===== src/rtl/door_lock_ctrl_param.sv =====
// rtl/door_lock_ctrl_param.sv - parametrised keypad door-lock controller
//
// Stores an N_DIGITS BCD password and checks entered codes against it.
// Supports password change, consecutive-failure lockout and idle timeouts.
//
// Ports:
//   clk            system clock, all state on rising edge
//   reset_n        asynchronous active-low reset
//   key_valid      one-cycle key strobe
//   key_code       0-9 digit, 10 clear, 11 enter/lock, 12 change, 13-15 reserved
//   current_state  0 LOCK, 1 ENTRY, 2 OPEN, 3 CHANGE, 4 LOCKOUT
//   led_out        active-low unlocked indicator (0 in OPEN/CHANGE)
//   disp_mode      10 ENTRY, 01 CHANGE, 11 LOCKOUT, 00 otherwise
//   entry_digits   entry buffer, first digit in the top nibble
//   cursor         number of digits entered
//   fail_cnt       consecutive failed entries
//   pw_ok, pw_bad  one-cycle result pulses
module door_lock_ctrl_param #(
    parameter int N_DIGITS       = 4,
    parameter int MAX_FAIL       = 3,
    parameter int LOCKOUT_CYCLES = 1000,
    parameter int IDLE_TIMEOUT   = 5000,
    parameter logic [4*N_DIGITS-1:0] DEFAULT_PW = {N_DIGITS{4'h0}}
) (
    input  logic                          clk,
    input  logic                          reset_n,
    input  logic                          key_valid,
    input  logic [3:0]                    key_code,
    output logic [2:0]                    current_state,
    output logic                          led_out,
    output logic [1:0]                    disp_mode,
    output logic [4*N_DIGITS-1:0]         entry_digits,
    output logic [$clog2(N_DIGITS+1)-1:0] cursor,
    output logic [$clog2(MAX_FAIL+1)-1:0] fail_cnt,
    output logic                          pw_ok,
    output logic                          pw_bad
);

    localparam int CW = $clog2(N_DIGITS+1);
    localparam int FW = $clog2(MAX_FAIL+1);
    localparam int IW = $clog2(IDLE_TIMEOUT+1);
    localparam int LW = $clog2(LOCKOUT_CYCLES+1);

    localparam logic [3:0] KEY_CLEAR  = 4'd10;
    localparam logic [3:0] KEY_ENTER  = 4'd11;
    localparam logic [3:0] KEY_CHANGE = 4'd12;

    typedef enum logic [2:0] {
        S_LOCK    = 3'd0,
        S_ENTRY   = 3'd1,
        S_OPEN    = 3'd2,
        S_CHANGE  = 3'd3,
        S_LOCKOUT = 3'd4
    } state_t;

    state_t                state, state_nxt;
    logic [4*N_DIGITS-1:0] stored_pw, pw_nxt;
    logic [4*N_DIGITS-1:0] entry_nxt, entry_ins;
    logic [CW-1:0]         cursor_nxt;
    logic [FW-1:0]         fail_nxt, fail_inc;
    logic                  ok_nxt, bad_nxt;
    logic                  led_nxt;
    logic [1:0]            disp_nxt;
    logic [IW-1:0]         idle_cnt;
    logic [LW-1:0]         lock_cnt;

    logic key_acc, is_digit, full, idle_exp, match;

    // Reserved codes are invisible: they neither act nor reload the idle timer.
    assign key_acc  = key_valid && (key_code <= KEY_CHANGE);
    assign is_digit = key_code <= 4'd9;
    assign full     = (cursor == CW'(N_DIGITS));
    assign match    = full && (entry_digits == stored_pw);
    assign fail_inc = fail_cnt + FW'(1);
    // idle_cnt holds the number of quiet cycles already completed, so the
    // current cycle is the last allowed one when it reads IDLE_TIMEOUT-1.
    assign idle_exp = (idle_cnt == IW'(IDLE_TIMEOUT-1));

    assign current_state = state;

    // Buffer with the pressed digit written at the cursor position.
    always_comb begin
        entry_ins = entry_digits;
        for (int i = 0; i < N_DIGITS; i++) begin
            if (int'(cursor) == N_DIGITS-1-i) begin
                entry_ins[4*i +: 4] = key_code;
            end
        end
    end

    // State register
    always_ff @(posedge clk or negedge reset_n) begin
        if (!reset_n) begin
            state <= S_LOCK;
        end else begin
            state <= state_nxt;
        end
    end

    // Next-state and datapath decisions
    always_comb begin
        state_nxt  = state;
        entry_nxt  = entry_digits;
        cursor_nxt = cursor;
        fail_nxt   = fail_cnt;
        pw_nxt     = stored_pw;
        ok_nxt     = 1'b0;
        bad_nxt    = 1'b0;
        case (state)
            S_LOCK: begin
                if (key_acc && key_code == KEY_ENTER) begin
                    state_nxt  = S_ENTRY;
                    entry_nxt  = '0;
                    cursor_nxt = '0;
                end
            end
            S_ENTRY: begin
                if (key_acc) begin
                    if (is_digit) begin
                        if (!full) begin
                            entry_nxt  = entry_ins;
                            cursor_nxt = cursor + CW'(1);
                        end
                    end else if (key_code == KEY_CLEAR) begin
                        entry_nxt  = '0;
                        cursor_nxt = '0;
                    end else if (key_code == KEY_ENTER) begin
                        entry_nxt  = '0;
                        cursor_nxt = '0;
                        if (match) begin
                            state_nxt = S_OPEN;
                            fail_nxt  = '0;
                            ok_nxt    = 1'b1;
                        end else begin
                            bad_nxt   = 1'b1;
                            fail_nxt  = fail_inc;
                            state_nxt = (fail_inc == FW'(MAX_FAIL)) ? S_LOCKOUT : S_LOCK;
                        end
                    end
                end else if (idle_exp) begin
                    state_nxt  = S_LOCK;
                    entry_nxt  = '0;
                    cursor_nxt = '0;
                end
            end
            S_OPEN: begin
                if (key_acc) begin
                    if (key_code == KEY_ENTER) begin
                        state_nxt = S_LOCK;
                    end else if (key_code == KEY_CHANGE) begin
                        state_nxt  = S_CHANGE;
                        entry_nxt  = '0;
                        cursor_nxt = '0;
                    end
                end else if (idle_exp) begin
                    state_nxt = S_LOCK;
                end
            end
            S_CHANGE: begin
                if (key_acc) begin
                    if (is_digit) begin
                        if (!full) begin
                            entry_nxt  = entry_ins;
                            cursor_nxt = cursor + CW'(1);
                        end
                    end else if (key_code == KEY_CLEAR) begin
                        entry_nxt  = '0;
                        cursor_nxt = '0;
                    end else begin
                        // Enter or change: back to OPEN; only a full change commits.
                        if (key_code == KEY_CHANGE && full) begin
                            pw_nxt = entry_digits;
                        end
                        state_nxt  = S_OPEN;
                        entry_nxt  = '0;
                        cursor_nxt = '0;
                    end
                end else if (idle_exp) begin
                    state_nxt  = S_OPEN;
                    entry_nxt  = '0;
                    cursor_nxt = '0;
                end
            end
            S_LOCKOUT: begin
                if (lock_cnt == LW'(LOCKOUT_CYCLES-1)) begin
                    state_nxt = S_LOCK;
                    fail_nxt  = '0;
                end
            end
            default: begin
                state_nxt  = S_LOCK;
                entry_nxt  = '0;
                cursor_nxt = '0;
            end
        endcase
    end

    // Output decode from the upcoming state so the registered indicators
    // change together with current_state.
    always_comb begin
        led_nxt  = !(state_nxt == S_OPEN || state_nxt == S_CHANGE);
        disp_nxt = 2'b00;
        case (state_nxt)
            S_ENTRY:   disp_nxt = 2'b10;
            S_CHANGE:  disp_nxt = 2'b01;
            S_LOCKOUT: disp_nxt = 2'b11;
            default:   disp_nxt = 2'b00;
        endcase
    end

    // Datapath, timer and output registers
    always_ff @(posedge clk or negedge reset_n) begin
        if (!reset_n) begin
            entry_digits <= '0;
            cursor       <= '0;
            fail_cnt     <= '0;
            stored_pw    <= DEFAULT_PW;
            pw_ok        <= 1'b0;
            pw_bad       <= 1'b0;
            led_out      <= 1'b1;
            disp_mode    <= 2'b00;
            idle_cnt     <= '0;
            lock_cnt     <= '0;
        end else begin
            entry_digits <= entry_nxt;
            cursor       <= cursor_nxt;
            fail_cnt     <= fail_nxt;
            stored_pw    <= pw_nxt;
            pw_ok        <= ok_nxt;
            pw_bad       <= bad_nxt;
            led_out      <= led_nxt;
            disp_mode    <= disp_nxt;

            if (state_nxt != state || key_acc) begin
                idle_cnt <= '0;
            end else if (idle_cnt != IW'(IDLE_TIMEOUT)) begin
                idle_cnt <= idle_cnt + IW'(1);
            end

            if (state_nxt != state) begin
                lock_cnt <= '0;
            end else if (state == S_LOCKOUT && lock_cnt != LW'(LOCKOUT_CYCLES)) begin
                lock_cnt <= lock_cnt + LW'(1);
            end
        end
    end

endmodule

===== config.mk =====
export PLATFORM = sky130hd
export DESIGN_NAME = door_lock_ctrl_param
export DESIGN_NICKNAME = d
export VERILOG_FILES = /design/src/rtl/door_lock_ctrl_param.sv
export SDC_FILE = /design/constraint.sdc
export NUM_CORES = 1
export LEC_CHECK = 0
export ABC_AREA = 0
export CAP_MARGIN = 25
export CORE_MARGIN = 4
export CORE_UTILIZATION = 40
export CTS_BUF_LIST = sky130_fd_sc_hd__clkbuf_4
export DETAILED_ROUTE_END_ITERATION = 6
export SYNTH_ARGS = -nofsm -noshare
export SYNTH_HDL_FRONTEND = slang
export SYNTH_SLANG_ARGS = --single-unit

===== constraint.sdc =====
create_clock -name clk -period 2.7 [get_ports clk]
set_clock_uncertainty 0.1 [all_clocks]
set_input_delay 0.54 -clock clk [delete_from_list [all_inputs] [get_ports clk]]
set_output_delay 0.54 -clock clk [all_outputs]
set_load 0.01 [all_outputs]

==> metrics.yaml <==
status: "completed"
ir_worst_vdd_uv: 309
drc_errors: 0
worst_pin_slew_ns: 0.986
gp_congestion: 0.906
worst_ep_arrival_time_ns: 2.89
synthTopCellsByCount: "67 x dfrtp_1, 32 x inv_1, 26 x nand2_1"
highest_layer: "met4"
start_util_pct: 41.4
start_kind: "register"
grt-ovfl-total: 0
synth_edf_count: 0
max_clock_freq_ghz: 0.378
p_clk_share_pct: 25.2
area_growth_syn_to_layout_pct: 28.9
ios: 36
synth_ff_type: "dfrtp_1"
die_w_um: 103
cts_tree: "done"
met2_wirelength_um: 4040
dr.pass1.iters: 4
yosysMostFrequentCell: "dfrtp_1"
maxSlewViolCount: 0
worst_path_largest_cell_delay_ns: 0.54
drt-total-wl_um: 8260
power.share.switching_pct: 34.4
final_cells: 548
synthesis.area_sq_um: 3630
ys_warn_count: 0
synth_compound_area_share_pct: 11.9
antenna_found_initial: 0
grt_pass1_vias: 2905
clk_pin_slew_ns: 0.14
dp_slack_ns: -0.321
power_density_nw_per_um2: 742
crit_chain: "or4b_4 -> or4_4 -> nand2b_4 -> a311oi_2 -> o22ai_2 -> buf_12 -> buf_12 -> nor3_2"
placementRows: 34
die_h_um: 103
pwr-share-comb_pct: 36.7
syn_nets: 370
cap_violations: 0
drive_gt1_share_pct: 23.6
relSlewSlack_pct: 33.7
p_leak_nw: 2.12
holdBufCountCts: 0
intPower_w: 0.00228
worstSetupPathType: "register to register"
synth_cells: 353
antenna_left: 0
power_w: 0.00347
cts_root_buffer: "clkbuf_4"
cpMostUsedCell: "buf_12"
synth_top_cell_area_share_pct: 46.2
via_count: 2900
htree_levels: 3
startpoint: "idle_cnt[5]"
finalCritPeriodShare_pct: 97.9
crit_fanout: 12
yosys.area_share.simple_pct: 18.7
grt_usage_pct: 16.7
hold_viol: 0
cts_buffers: 9
fin_hold_ws_ns: 0.00971
antenna_cells: 0
dp.final_hpwl_um: 6150
synth_area_per_cell_sq_um: 10.3
wl_met1_um: 3830
viasPerCell: 5.29
routedWlPerCell_um: 15.1
dr_wl_met3_um: 348
io_buffers: 35
slowest_stage: "or4b_4"
core_area_sq_um: 8760
netlist-cell-type-count: 59
yosysTopAreaCell: "dfrtp_1"
synth_top_family_by_area: "simple AND/OR/NAND/NOR gates"
critPathCaptureType: "register"
fin_ws_ns: 0.0559
cts_sinks: 68
ys_async_sr_fraction_pct: 100
max-clock-path-buffers: 2
grt_max_degree: 42
dp_cells: 529
worst_ep_required_time_ns: 2.94
yosys.area_share.xor_xnor_pct: 7.97
finish.utilization_pct: 53.3
hold_path.class: "input pin to asynchronous set/reset pin"
reg2reg_from: "idle_cnt[5]"
rsz0062_at_grt: "true"
synth_adder_area_share_pct: 3.45
ys_seq_area_share_pct: 46.9
ys_ff_latch: 68
muxShareOfSynthArea_pct: 5.21
p_seq_share_pct: 38.1
synth.area.top_cells: "dfrtp_1 46%, mux2_2 4.7%, xor2_1 4.6%"
finalSetupViolations: 0
grt_pass1_wl_um: 13900
p_sw_w: 0.00119
drt_iter0_drc: 167
period_needed_ns: 2.64
worstSkewPairLatency_ns: 0.43
dieArea_sq_um: 10700
reg2reg_depth: 8
fin_nets: 452
-- critical path: cells and delay by family, from the launching register on --
family                 cells  cell delay (ns)
AOI/OAI and AO/OA          2             0.41
buffers and inverters      2             0.31
DFF                        1             0.42
and+or+nand+nor            4             1.32
-- final timing paths --
kind,endpoint,slack [ns]
worst max-delay path,idle_cnt[4],0.06
worst min-delay path,stored_pw[6],0.01
worst max register to register,idle_cnt[4],0.06
worst min register to register,fail_cnt[0],0.43
max in group asynchronous,lock_cnt[1],1.82
min in group clk,fail_cnt[0],0.43
-- sequential cells by signal (all words and copies together) (netlist names) --
signal and flops:
idle_cnt 13, fail_cnt 2, pw_ok 1, stored_pw 16, disp_mode 2, cursor 3, entry_digits 16, led_out 1
lock_cnt 10, pw_bad 1, current_state 3
-- metal layers --
metal  track usage, %  vias to the layer above
li1                 -                     1414
met1             22.5                     1432
met2             26.5                       52
met3             3.42                        2
met4             6.57                        0
met5                0                        -
-- metrics by stage --
stage / TNS, ns / cell area (sq um)
after floorplan: 0 / 3630
after detailed placement: -11.13 / 4420
after CTS: 0 / 4640
after global routing: -0.120 / 4670
after global placement: -13.89 / 4420
final: 0 / 4670
-- timing repair --
item | in CTS | in global routing
buffers inserted | 2 | 1
pin swaps | 3 | 3
setup endpoints to repair | 8 | 23
resized for setup | 2 | 6
-- area by class of cell --
| cell class | count | area, sq um |
|---|---|---|
| Fill cell | 804 | 4090 |
| Multi-Input combinational cell | 242 | 1760 |
| Sequential cell | 68 | 1700 |
| Timing Repair Buffer | 82 | 761 |
| Tap cell | 108 | 135 |
| Clock inverter | 7 | 124 |
| Inverter | 32 | 120 |
| Clock buffer | 9 | 67.6 |
-- placed cells by master, fill, tap and decap left out, types with 3 or more instances in the layout --
master	netlist	layout
o32ai_1	3	3
xor2_1	19	19
a21oi_1	13	11
inv_1	32	32
a31oi_1	4	4
nor2_1	24	23
nor3_2	10	10
nand4_1	5	5
nor4_1	5	4
ha_1	10	10
nand2_1	26	26
o22ai_1	14	14
buf_12	0	5
and3_1	4	4
nor2b_1	5	5
dfrtp_1	67	67
o21ai_0	7	7
nand3_1	10	10
bufinv_16	0	3
nor3b_1	4	4
xnor2_1	14	14
clkdlybuf4s50_1	0	34
mux2_2	15	15
clkbuf_4	0	9
nor3_1	9	9
buf_4	1	42
-- power by group through the flow --
stage	Combinational [W]	Clock (W)	Sequential, W
finish	0.00127	0.000876	0.00132
global route	0.00139	0.000949	0.00135
CTS	0.00128	0.000898	0.00132
detailed placement	0.00125	0	0.00134
global placement	0.00123	0	0.00134
floorplan	0.000623	0	0.00136
-- kinds of logic (layout without fill, tap and decap cells) --
group,after synthesis,count (layout)
DFF,68,68
xor gates and xnor gates,33,33
buffers and inverters,43,130
and+or+nand+nor,119,119
adders and majority gates,10,10
AOI/OAI and AO/OA,63,63
muxes,17,17
No activity file was read; power rests on OpenSTA's default activity.
